===== config.mk =====
export PLATFORM = sky130hd
export DESIGN_NAME = ssd_scan_capture
export DESIGN_NICKNAME = d
export VERILOG_FILES = /design/src/rtl/ssd_scan_capture.sv
export SDC_FILE = /design/constraint.sdc
export NUM_CORES = 1
export LEC_CHECK = 0
export ABC_AREA = 1
export BUFFER_PORTS_ARGS = -buffer_cell sky130_fd_sc_hd__buf_2
export CAP_MARGIN = 0
export CORE_MARGIN = 5
export CORE_UTILIZATION = 26
export CTS_CLUSTER_DIAMETER = 30
export DETAILED_ROUTE_END_ITERATION = 7
export PLACE_DENSITY_LB_ADDON = 0.15
export SYNTH_ARGS = -nofsm -noshare
export SYNTH_HDL_FRONTEND = slang
export SYNTH_SLANG_ARGS = --single-unit

===== constraint.sdc =====
create_clock -name x1 -period 1.9 [get_ports x1]
set_clock_uncertainty 0.15 [all_clocks]
set_input_delay 0.19 -clock x1 [delete_from_list [all_inputs] [get_ports x1]]
set_output_delay 0.19 -clock x1 [all_outputs]
set_load 0.05 [all_outputs]

===== src/rtl/ssd_scan_capture.sv =====
// Scan-side monitor for a multiplexed seven-segment display. It waits for each digit strobe to
// settle, then decodes the active-low segment bus back into hex nibbles and per-digit flags.
module ssd_scan_capture #(
   parameter int unsigned STABLE_CYCLES = 4
) (
   input  logic        x1,
   input  logic        reset,
   input  logic [3:0]  anodes,
   input  logic [7:0]  SSD,
   output logic [15:0] digits,
   output logic [3:0]  dps,
   output logic [3:0]  blank,
   output logic [3:0]  bad_code,
   output logic [3:0]  digit_valid,
   output logic        frame_strobe,
   output logic        scan_err
);

   typedef enum logic [1:0] {StIdle, StSettle, StHeld, StFault} state_e;

   localparam logic [7:0] StableMax = 8'(STABLE_CYCLES);

   logic [11:0] s1_q;
   logic [11:0] s2_q;
   logic [7:0]  cnt_q;
   logic [7:0]  cnt_d;
   state_e      state_q;

   logic [15:0] digits_q;
   logic [3:0]  dps_q;
   logic [3:0]  blank_q;
   logic [3:0]  bad_q;
   logic [3:0]  valid_q;
   logic [3:0]  seen_q;
   logic        frame_q;
   logic        err_q;

   logic        changed;
   logic        cnt_hit;
   logic [6:0]  seg_hi;
   logic [5:0]  dec;
   logic [3:0]  sel;
   logic [15:0] digits_cap;
   logic [3:0]  dps_cap;
   logic [3:0]  blank_cap;
   logic [3:0]  bad_cap;
   logic [3:0]  valid_cap;
   logic [3:0]  seen_cap;

   // Returns {bad, blank, nibble} for an active-high g..a pattern.
   function automatic logic [5:0] decode_seg(input logic [6:0] seg);
      case (seg)
         7'h3F:   return {2'b00, 4'h0};
         7'h06:   return {2'b00, 4'h1};
         7'h5B:   return {2'b00, 4'h2};
         7'h4F:   return {2'b00, 4'h3};
         7'h66:   return {2'b00, 4'h4};
         7'h6D:   return {2'b00, 4'h5};
         7'h7D:   return {2'b00, 4'h6};
         7'h07:   return {2'b00, 4'h7};
         7'h7F:   return {2'b00, 4'h8};
         7'h6F:   return {2'b00, 4'h9};
         7'h77:   return {2'b00, 4'hA};
         7'h7C:   return {2'b00, 4'hB};
         7'h39:   return {2'b00, 4'hC};
         7'h5E:   return {2'b00, 4'hD};
         7'h79:   return {2'b00, 4'hE};
         7'h71:   return {2'b00, 4'hF};
         7'h00:   return {2'b01, 4'h0};
         default: return {2'b10, 4'h0};
      endcase
   endfunction

   function automatic state_e classify(input logic [3:0] an);
      case (an)
         4'b1111:                            return StIdle;
         4'b1110, 4'b1101, 4'b1011, 4'b0111: return StSettle;
         default:                            return StFault;
      endcase
   endfunction

   // s1 holds the value s2 takes at the next edge, so comparing them restarts the dwell count
   // on the same edge the new pair lands in s2.
   always_comb begin
      changed = (s1_q != s2_q);
      if (changed) begin
         cnt_d = 8'd0;
      end else if (cnt_q >= StableMax) begin
         cnt_d = cnt_q;
      end else begin
         cnt_d = cnt_q + 8'd1;
      end
      cnt_hit = !changed && (cnt_q != StableMax) && (cnt_d == StableMax);
   end

   always_comb begin
      seg_hi     = ~s2_q[6:0];
      dec        = decode_seg(seg_hi);
      sel        = ~s2_q[11:8];
      digits_cap = digits_q;
      dps_cap    = dps_q;
      blank_cap  = blank_q;
      bad_cap    = bad_q;
      for (int i = 0; i < 4; i++) begin
         if (sel[i]) begin
            digits_cap[4*i +: 4] = dec[3:0];
            dps_cap[i]           = ~s2_q[7];
            blank_cap[i]         = dec[4];
            bad_cap[i]           = dec[5];
         end
      end
      valid_cap = valid_q | sel;
      seen_cap  = seen_q | sel;
   end

   always_ff @(posedge x1) begin
      if (reset) begin
         s1_q     <= 12'hFFF;
         s2_q     <= 12'hFFF;
         cnt_q    <= 8'd0;
         state_q  <= StIdle;
         digits_q <= 16'h0000;
         dps_q    <= 4'h0;
         blank_q  <= 4'h0;
         bad_q    <= 4'h0;
         valid_q  <= 4'h0;
         seen_q   <= 4'h0;
         frame_q  <= 1'b0;
         err_q    <= 1'b0;
      end else begin
         s1_q    <= {anodes, SSD};
         s2_q    <= s1_q;
         cnt_q   <= cnt_d;
         frame_q <= 1'b0;
         if (changed) begin
            state_q <= classify(s1_q[11:8]);
         end else begin
            case (state_q)
               StSettle: begin
                  if (cnt_hit) begin
                     state_q  <= StHeld;
                     digits_q <= digits_cap;
                     dps_q    <= dps_cap;
                     blank_q  <= blank_cap;
                     bad_q    <= bad_cap;
                     valid_q  <= valid_cap;
                     if (seen_cap == 4'hF) begin
                        frame_q <= 1'b1;
                        seen_q  <= 4'h0;
                     end else begin
                        seen_q <= seen_cap;
                     end
                  end
               end
               StFault: begin
                  if (cnt_hit) begin
                     err_q <= 1'b1;
                  end
               end
               default: ;
            endcase
         end
      end
   end

   assign digits       = digits_q;
   assign dps          = dps_q;
   assign blank        = blank_q;
   assign bad_code     = bad_q;
   assign digit_valid  = valid_q;
   assign frame_strobe = frame_q;
   assign scan_err     = err_q;

endmodule


## Word-level counts from Yosys, hierarchy flattened

Cells that the tools add are included.

- Output and inout bits: 34
- Latch bits: 0
- Memories kept: 0
- Memory bits (writable): 0
- Input bits: 14
- Register bits: 72
- Memory bits (read-only): 0
- Logic and storage cells: 85

- Bitwise gates (word level): 8
- Muxes and demuxes: 9
- $add $sub $neg: 1
- Multiply operators: 0
- Div/mod/pow operators: 0
- Reduce and logical (&&, ||, !) cells: 15
- Order comparisons: 1
- Equal/unequal tests: 27
- Shift-type cells: 0

Operators by type and width:

| kind | number |
|---|---|
| $pmux W6 S17 | 1 |
| $eq A7 B7 Y1 const B | 12 |
| $eq A4 B4 Y1 const B | 5 |
| $mux W8 | 2 |
| $reduce_and A4 Y1 | 4 |
| $eq A7 B3 Y1 const B | 2 |
| $eq A7 B6 Y1 const B | 2 |
| $ne A12 B12 Y1 | 1 |
| $add A8 B1 Y8 const B | 1 |
| $eq A8 B3 Y1 const B | 1 |
| $ge A8 B3 Y1 const B | 1 |
| $ne A8 B3 Y1 const B | 1 |
| $or A4 B4 Y4 | 2 |
| $reduce_or A4 Y1 | 2 |
| $logic_not A7 Y1 | 1 |
| $not A7 Y7 | 1 |
| $mux W2 | 3 |
| $reduce_and A3 Y1 | 2 |
| $eq A4 B3 Y1 const B | 1 |
| $mux W4 | 1 |
| $not A1 Y1 | 4 |
| $not A4 Y4 | 1 |
| $pmux W2 S2 | 1 |
| $reduce_bool A2 Y1 | 2 |
| 6 further kinds | 7 |

## Longest topological paths before layout

Gate-level depths: netlist of the first run.

- Depth in word-level cells: 8
- Mapped depth: 15
- Depth with buffers taken out: 13

## Worst setup path before layout of the first run

OpenSTA, ideal clock, no wires.

- Path kind: register to register
- Start: reg cnt_q[0]
- End: reg blank_q[1], in the netlist blank[1]
- Stages on the path, launching flop included: 13
- Library setup time: 0.110 ns
- Required time: 1.640 ns
- Buffers on the path: 2
- Slack: 0.048 ns
- Arrival time: 1.592 ns
- Period minus slack after synthesis: 1.852 ns
- Cell sequence: dfxtp_1 -> inv_1 -> ha_1 -> inv_1 -> nand4_1 -> nand2_1 -> nand3_1 -> nor2_4 -> buf_6 -> buf_2 -> nand4_1 -> nand2_1 -> nor2_1

- Longest elaborated chain between the ends: 6
- Elaborated cells between the ends (all ways): 9
- Those cells by class: 1 x add/sub; 1 x order compare; 2 x eq/ne; 2 x mux; 3 x reduce/logical

RTL lines:

| element | RTL line | RTL |
|---|---|---|
| start: declaration | 25 | `logic [7:0] cnt_q;` |
| start signal: assignment | 133 | `cnt_q <= cnt_d;` |
| $add A8 B1 Y8 / $ge A8 B3 Y1 (equally long branches) | 91, 88 |  |
| $mux W8 | 88 | `end else if (cnt_q >= StableMax) begin` |
| $mux W8 | 86 | `if (changed) begin` |
| $eq A8 B3 Y1 | 93 | `cnt_hit = !changed && (cnt_q != StableMax) && (cnt_d == StableMax);` |
| $logic_and A1 B1 Y1 (*) | 93 |  |
| $reduce_and A4 Y1 (no source line) (*) | n/a |  |
| end signal: assignment | 144 | `blank_q <= blank_cap;` |
| end: declaration | 31 | `logic [3:0] blank_q;` |

Every way passes the cells marked *; elsewhere a longest branch is shown, timed or not.
A chain may end at the register's enable or synchronous reset.

## Worst setup path after layout of the first run

- Start: reg cnt_q[0]
- End: reg cnt_q[1]

- Longest elaborated chain between the ends: 3
- Elaborated cells between the ends (all ways): 4
- Those cells by class: 1 x add/sub; 1 x order compare; 2 x mux

RTL lines:

| element | RTL line |
|---|---|
| $add A8 B1 Y8 / $ge A8 B3 Y1 (equally long branches) | 91, 88 |
| $mux W8 (*) | 88 |
| $mux W8 (*) | 86 |

Marked as above.

==> run metrics, run 1 <==
status=complete, but fails checks; failing checks=negative setup slack; Crit path depth=13; CTS buffer count=9; Syn Area/Cell=6.71 um2; Synth Register Bits=72; Final Hold Fails=0; WL final=8360 um; net count after synthesis=512; Max FO, Critical Path=3; largest net degree at the start of global routing=29; antenna-violating nets left=0; RSZ-0062 raised after global routing=true; type of the worst setup path=reg2reg; die height=123 um; Rel. slew slack=70.6%; FF-to-FF End=cnt_q[1]$_SDFF_PP0_; Mapped Cells=496; floorplan row count=41; All-Layer GR Usage=11.8%; nets@finish=607; Congestion Overflow GR=0; Reg2Reg Launch Point=cnt_q[0]$_SDFF_PP0_; number of global-route vias before repair=2867; CP cell instances=inv_2 > ha_4 > inv_2 > nand4_1 > nand2_2 > buf_4 > buf_4 > buf_4 > buf_4 > buf_6 > buf_6 > buf_6 > nor2_4; WL/cell=10.9 um; highest-delay cell along the critical path=dfxtp_2; crit end category=flop; CTS tree=yes; Slew @ Worst Pin=440 ps; Yosys warning total=0; WP data required=2030 ps; hold crit path type=in2reg; Layout area overhead=38.8%; Reg2Reg Setup Slack=-30 ps; Final setup viols=14; dpl hpwl=5870 um; Finished Core Util=36.7%; Root Driver=clkbuf_16; min Tclk post-route=1930 ps; CTS clk-pin slew, worst paths=60 ps; CTS max path bufs=2; crit-path leading delay family=buffers and inverters; Clk Latency, worst-skew pair=340 ps; hold_sp=reset; Seq/Total Area, Yosys=43.3%; fin worst setup slack=-29.7 ps; DR vias/cell=4.00; DRC viols=0; core area=12600 um2; period utilization=102%; f_max=518 MHz; end of the critical path=cnt_q[1]$_SDFF_PP0_; post-synth top area share=43.3%; Worst Path Arrival=2050 ps; TritonCTS Sinks=72; Pre-antenna DRT Iters=5; die outline area=15200 um2; IO buf count=47; cell mode on critical path=buf_4; # diodes=0; Bufs and invs on worst path=9; initial antenna violation count=0; initial core utilization=26.5%; maxcap violations=0; routability-driven placement congestion ratio=0.845; Power Density=760 nW/um2; # IOs=48; maximum vdd ir drop=0.000461 V; Area contributors post-synth=dfxtp_1, nand2_1, inv_1; CP Launch Point=cnt_q[0]$_SDFF_PP0_; Vias=3070; Max Slew Vio Count=0; startpoint types=flop; Critical Path Max Stage Delay=340 ps; number of DRC markers in iteration 0=148; Synth Cell Area=3330 um2; die width=123 um; Fin Hold WS=148 ps; worst r2r path cells=13; Synth area leader=dfxtp_1; htree depth=3; leakage=0.00239 uW; global-route wire length before repair=13800 um; share of cells above drive strength 1=28.2%; Synth cell types=27
## area by class of cell
class                   instances  area, um2
multi-input cells             309       1580
clock buffers                  11        253
fillers                      1343       7950
flip-flops and latches         72       1450
inverters                     103        387
well taps                     172        215
repair buffers                 96        681
clock inverters                 5       55.1
## Yosys cell counts (all sizes together)
cell	number
o22ai	1
buf	11
o2111ai	1
o21ai	3
clkbuf	3
or3b	1
dfxtp	72
nand2	130
nand3	21
a31oi	1
nor2	89
nor3	3
or2	20
nand4	19
o21a	1
xnor2	7
clkinv	1
a21oi	8
ha	2
inv	102
## where the power goes
group,internal [uW],switching [uW],leakage (uW),total (uW)
registers,1540,22.4,0.000587,1560
clock network,1080,646,0.000148,1730
logic,96.9,125,0.00165,221
## through the flow
| step | total power, uW | instances | TNS, ps | setup slack, ps | area [um2] |
|---|---|---|---|---|---|
| after floorplan | 1710 | 496 | 0 | 48.1 | 3330 |
| after global placement | 1780 | 726 | -1040 | -75.8 | 3890 |
| after detailed placement | 1780 | 726 | -2930 | -158 | 3890 |
| after CTS | 3570 | 766 | -557 | -48.2 | 4500 |
| after global routing | 3660 | 768 | -4060 | -145 | 4620 |
| final | 3510 | 768 | -196 | -29.7 | 4620 |
## worst min-delay path by stage
stage	to	slack (ps)	cells past startpoint
finish	s2_q[6]$_SDFF_PP1_	150	3
global route	s2_q[9]$_SDFF_PP1_	170	3
CTS	s2_q[6]$_SDFF_PP1_	140	3
detailed placement	s1_q[10]$_SDFF_PP1_	220	2
global placement	s1_q[11]$_SDFF_PP1_	220	2
floorplan	s1_q[0]$_SDFF_PP1_	140	1
## cell usage in the layout, fill, tap and decap left out, types with 3 or more instances in the layout
cell / n
nand2_1: 121
dfxtp_2: 3
nor2_1: 78
xnor2_1: 7
dlygate4sd3_1: 12
inv_2: 8
a21oi_2: 3
dfxtp_1: 69
clkbuf_16: 9
nand2_2: 8
nor2_2: 8
nand4_1: 19
nand3_4: 6
nand3_1: 13
nand3_2: 4
buf_2: 48
a21oi_1: 5
buf_4: 26
or2_2: 20
nor2_4: 3
inv_1: 94
buf_6: 8
## flip-flops by register name, indices dropped and copies added (netlist names)
signal / cells
digits: 16
s1_q: 12
s2_q: 12
cnt_q: 8
bad_code: 4
blank: 4
digit_valid: 4
dps: 4
seen_q: 4
state_q: 2
frame_strobe: 1
scan_err: 1
## cell families (layout without fill, tap and decap cells)
family | after synthesis | in the layout | share of synthesized area (%)
flops | 72 | 72 | 43.3
simple gates | 283 | 285 | 37.1
compound gates | 15 | 15 | 2.63
buf+inv | 117 | 215 | 14.4
xor+xnor | 7 | 7 | 1.84
fa+ha+maj | 2 | 2 | 0.752
## worst reg2reg max path: stages, from the launching register on
cell	delay [ps]
dfxtp_2	340
inv_2	50
ha_4	260
inv_2	20
nand4_1	90
nand2_2	80
buf_4	130
buf_4	120
buf_4	120
buf_4	120
buf_6	100
buf_6	100
buf_6	110
nor2_4	80
## timing repair
item	CTS	global route
gates resized for setup	22	32
gates cloned	3	0
hold endpoints to repair	12	0
setup buffers	9	2
pin swaps	11	15
hold buffers	12	0
endpoints found under the setup margin	37	41
## metal layers
metal | vias to the layer above | track usage (%) | wire [um]
met5 | - | 0 | 0
met4 | 0 | 4.64 | 132
met3 | 10 | 3.71 | 443
met2 | 57 | 18.3 | 3710
met1 | 1335 | 15.2 | 4070
li1 | 1668 | - | -
No activity file was read; power rests on OpenSTA's default activity.
==> run 2: changes to the inputs <==
==> constraint.sdc (replaced) <==
create_clock -name x1 -period 2.5 [get_ports x1]
set_clock_uncertainty 0.15 [all_clocks]
set_input_delay 0.25 -clock x1 [delete_from_list [all_inputs] [get_ports x1]]
set_output_delay 0.25 -clock x1 [all_outputs]
set_load 0.05 [all_outputs]
==> run 2 against run 1 <==
The run now ends clean. Highest routed layer unchanged. Critical endpoint is now digits[10]$_SDFFE_PP0P_. First-iteration DRC count fell by 16%. Die area did not move. Register-to-register slack improved by 360 ps.
==> run metrics, run 2 (synthesis gave the netlist of run 1 again) <==
status=finished, final reports clean; f_max=460 MHz; Slew @ Worst Pin=405 ps; CTS clk-pin slew, worst paths=50 ps; Final Hold Fails=0; share of cells above drive strength 1=17.6%; hold crit path type=in2reg; startpoint types=flop; Reg2Reg Launch Point=cnt_q[0]$_SDFF_PP0_; All-Layer GR Usage=11.1%; # IOs=48; setup TNS=0 ps; WL final=7730 um; htree depth=3; worst hold path cell count=3; CTS buffer count=9; largest net degree at the start of global routing=31; die outline area=15200 um2; maxcap violations=0; core area=12600 um2; Layout area overhead=24.7%; Vias=2891; Max Slew Vio Count=0; Root Driver=clkbuf_16; CTS tree=yes; hold_sp=reset; IO buf count=47; die height=123 um; Pre-antenna DRT Iters=4; # diodes=0; nets@finish=573; Multi-input gate area=1410 um2; Rel. slew slack=72.8%; commonest non-fill, non-tap cell in the layout=nand2_1; DR vias/cell=3.94; Congestion Overflow GR=0; CTS max path bufs=2; TritonCTS Sinks=72; CP Launch Point=cnt_q[0]$_SDFF_PP0_; initial core utilization=26.5%; worst r2r path cells=12; RSZ-0062 raised after global routing=false; min Tclk post-route=2170 ps; Clk Latency, worst-skew pair=340 ps; Power Density=628 nW/um2; WL/cell=10.5 um; WP data required=2630 ps; period utilization=86.9%; setup bufs post-CTS=0; Max FO, Critical Path=15; Fillers=1378; most frequent cells in the layout=nand2_1, inv_1, nor2_1; crit end category=flop; initial antenna violation count=0; Finished Core Util=33.0%; register area=1440 um2; type of the worst setup path=reg2reg; die width=123 um; floorplan row count=41; maximum vdd ir drop=0.000342 V; number of DRC markers in iteration 0=124; leakage=0.00221 uW; global-route wire length before repair=12800 um; routability-driven placement congestion ratio=0.836; number of global-route vias before repair=2620; antenna-violating nets left=0; max reg flops=16; Final setup viols=0; Worst Path Arrival=2300 ps; dpl hpwl=5740 um; DRC viols=0
-- run 2: per-layer routing --
layer | part of all wire [%] | track usage [%]
met5 | 0 | 0
met4 | 2.2 | 4.57
met3 | 5.5 | 4.21
met2 | 41 | 16.3
met1 | 51 | 14.6
-- run 2: per-stage QoR --
step	hold WS [ps]	instance area [um2]	power [uW]	instances	setup slack [ps]
2_1_floorplan	204	3330	1300	496	648
3_3_place_gp	276	3720	1340	706	361
3_5_place_dp	279	3720	1340	706	326
4_1_cts	89.4	4150	2670	734	311
5_1_grt	118	4150	2730	734	51.6
6_report	105	4150	2610	734	328
-- run 2: critical path, cell delays in order (launching register included) --
cell and delay, ps:
dfxtp_1 340, inv_1 70, ha_1 280, inv_1 50, nand4_1 80, nand2_1 90, nand3_1 130, nor2_4 190
buf_4 240, nand3_2 220, nand2_1 120, nand2_1 50, nor2_1 90
-- run 2: layout make-up --
class | instances | share of cell area [%]
inverter | 103 | 9.32
sequential | 72 | 34.7
clock buffer | 15 | 7.18
tap | 172 | 5.19
timing repair buffer | 64 | 9.47
clock inverter | 1 | 0.181
multi-input combinational | 307 | 33.9
-- run 2: what timing repair did --
| action | in CTS | in global routing |
|---|---|---|
| hold buffers | 12 | 0 |
| resized for setup | 0 | 0 |
| hold endpoints to repair | 12 | 0 |
-- run 2: final timing paths --
kind,to,slack [ps]
max,digits[10]$_SDFFE_PP0P_,330
min,s2_q[7]$_SDFF_PP1_,100
max reg2reg,digits[10]$_SDFFE_PP0P_,330
min reg2reg,cnt_q[5]$_SDFF_PP0_,280
-- run 2: report_power, final --
| group | leakage, uW | internal, uW | switching, uW |
|---|---|---|---|
| sequential | 0.000586 | 1170 | 20.7 |
| clock | 0.000148 | 807 | 472 |
| combinational | 0.00147 | 60.3 | 78.6 |
| total | 0.00221 | 2040 | 572 |
==> run 3: changes to the inputs <==
==> constraint.sdc (replaced) <==
create_clock -name x1 -period 1.82 [get_ports x1]
set_clock_uncertainty 0.15 [all_clocks]
set_input_delay 0.182 -clock x1 [delete_from_list [all_inputs] [get_ports x1]]
set_output_delay 0.182 -clock x1 [all_outputs]
set_load 0.05 [all_outputs]
==> run 3 against run 2 <==
The run now ends with negative setup slack left. Sequential cell count stayed put. Non-clock buffer count is 41 higher. Sequential power is 37% higher. Setup slack worse by 440 ps. Final cell count is 5.7% higher. Clock power is 41% higher. Via count is 6.1% higher. Fmax is 12% higher. Critical endpoint is now bad_code[2]$_SDFFE_PP0P_. Count of clock-buffer cells in the layout is 3 lower. Register-to-register slack worse by 440 ps. Hold slack worse by 27 ps. Core utilization is 4.6 points higher.
==> run metrics, run 3 (synthesis gave the netlist of run 1 again) <==
Comb pwr share=6.7%; dpl hpwl=5810 um; status=complete, but fails checks; hold crit path type=in2reg; CTS buffer count=9; max reg flops=16; Rel. slew slack=77.3%; core area=12600 um2; Max Slew Vio Count=0; antenna-violating nets left=0; Layout area overhead=41.9%; largest net degree at the start of global routing=27; htree depth=3; number of global-route vias before repair=2858; leakage=0.00244 uW; Worst Path Arrival=2020 ps; period utilization=106%; worst hold path cell count=3; WL final=8400 um; fin area=4720 um2; share of cells above drive strength 1=28.3%; initial antenna violation count=0; maxcap violations=0; failing checks=negative setup slack; DRC viols=0; WL/cell=10.8 um; Pre-antenna DRT Iters=4; RSZ-0062 raised after global routing=true; Vias=3067; routability-driven placement congestion ratio=0.849; # IOs=48; WP data required=1910 ps; f_max=518 MHz; Reg2Reg Launch Point=cnt_q[0]$_SDFF_PP0_; # diodes=0; IO buf count=47; non-filler cells, final=776; die width=123 um; Slew @ Worst Pin=340 ps; commonest non-fill, non-tap cell in the layout=nand2_1; hold_sp=reset; initial core utilization=26.5%; Reg2Reg Setup Slack=-110 ps; Fillers=1341; most frequent cells in the layout=nand2_1, inv_1, nor2_1; DR vias/cell=3.95; global-route wire length before repair=14000 um; FF-to-FF End=bad_code[2]$_SDFFE_PP0P_; number of DRC markers in iteration 0=180; Post-Place Cell Area=3950 um2; TritonCTS Sinks=72; maximum vdd ir drop=0.000581 V; Final Hold Fails=0; CTS tree=yes; Congestion Overflow GR=0; Psw=791 uW; Root Driver=clkbuf_16; startpoint types=flop; power share of the clock group=49.0%; Max FO, Critical Path=8; type of the worst setup path=reg2reg; fin worst setup slack=-111 ps; worst r2r path cells=15; floorplan row count=41; Sequential Power Share=44.4%; crit end category=flop; nets@finish=616; Hold Path Sink=s2_q[7]$_SDFF_PP1_; min Tclk post-route=1930 ps; die outline area=15200 um2; Int Pwr=2880 uW; Clk Latency, worst-skew pair=340 ps; CTS max path bufs=2; CTS clk-pin slew, worst paths=60 ps; All-Layer GR Usage=12.0%; die height=123 um; Power Density=776 nW/um2; Final setup viols=34; Switching Fraction=21.6%; dpl cells=732
==> run 3: cell types whose count changed in the layout (fill, tap and decap cells not counted), sizes merged <==
cell	before	now
clkinvlp	1	0
clkbuf	15	14
bufinv	0	1
nand3	21	23
clkinv	1	3
buf	52	91
==> run 3: repair_timing <==
| item | 4_1_cts | 5_1_grt |
|---|---|---|
| pin swaps | 4 | 9 |
| resized for setup | 14 | 28 |
| setup buffers | 9 | 3 |
| cloned | 3 | 2 |
| setup endpoints to repair | 37 | 41 |
| hold buffers | 12 | 0 |
| hold endpoints to repair | 12 | 0 |
==> run 3: power by group through the flow <==
stage | logic (uW) | clock network [uW] | registers (uW)
CTS | 244 | 1860 | 1630
global placement | 212 | 0 | 1660
detailed placement | 214 | 0 | 1660
global route | 276 | 1950 | 1630
finish | 244 | 1800 | 1630
floorplan | 129 | 0 | 1660
==> run 3: worst max-delay path by stage <==
stage / startpoint / end / slack [ps] / cells past startpoint
3_3_place_gp: cnt_q[0]$_SDFF_PP0_ / digits[2]$_SDFFE_PP0P_ / -140 / 11
4_1_cts: cnt_q[0]$_SDFF_PP0_ / digits[3]$_SDFFE_PP0P_ / -60 / 14
5_1_grt: cnt_q[0]$_SDFF_PP0_ / digits[3]$_SDFFE_PP0P_ / -280 / 15
2_1_floorplan: cnt_q[0]$_SDFF_PP0_ / digits[2]$_SDFFE_PP0P_ / 2 / 12
6_report: cnt_q[0]$_SDFF_PP0_ / bad_code[2]$_SDFFE_PP0P_ / -110 / 15
3_5_place_dp: cnt_q[0]$_SDFF_PP0_ / digits[2]$_SDFFE_PP0P_ / -170 / 11
==> run 3: through the flow <==
stage                     TNS [ps]  setup WS (ps)  utilization [%]  hold WS [ps]  power (uW)
after CTS                    -1200          -58.9             36.0          81.3        3730
after global placement       -2940           -142             31.4           214        1870
after floorplan                  0           1.65                -           136        1790
final                        -2460           -111             37.6          77.8        3670
after global routing         -8560           -285             37.6           101        3850
after detailed placement     -4240           -171             31.4           216        1870
==> run 3: worst max-delay path: stages, from the launching register on <==
cell and delay [ps]:
dfxtp_2 340, ha_1 150, inv_1 40, nor2_1 80, nand3_1 100, nand2_1 70, nand2_1 50, inv_1 60
nand3_2 80, nor2_4 140, buf_12 140, buf_12 110, clkbuf_16 130, nand4_1 80, nand2_1 80, nor2_1 40
==> run 3: final cells by class <==
| type | count | area, um2 | share of cell area, % |
|---|---|---|---|
| tap | 172 | 215 | 4.56 |
| sequential | 72 | 1440 | 30.6 |
| inverter | 103 | 387 | 8.19 |
| timing repair buffer | 105 | 808 | 17.1 |
| clock inverter | 3 | 40.0 | 0.848 |
| clock buffer | 12 | 267 | 5.64 |
| multi-input combinational | 309 | 1560 | 33.1 |
==> run 3: routing by layer <==
layer / vias to the layer above / wire length (um) / track usage (%) / part of all wire, %
li1: 1681 / - / - / -
met1: 1311 / 4230 / 15.8 / 50
met2: 67 / 3640 / 17.9 / 43
met3: 8 / 460 / 4.80 / 5.5
met4: 0 / 70 / 3.74 / 0.83
met5: - / 0 / 0 / 0
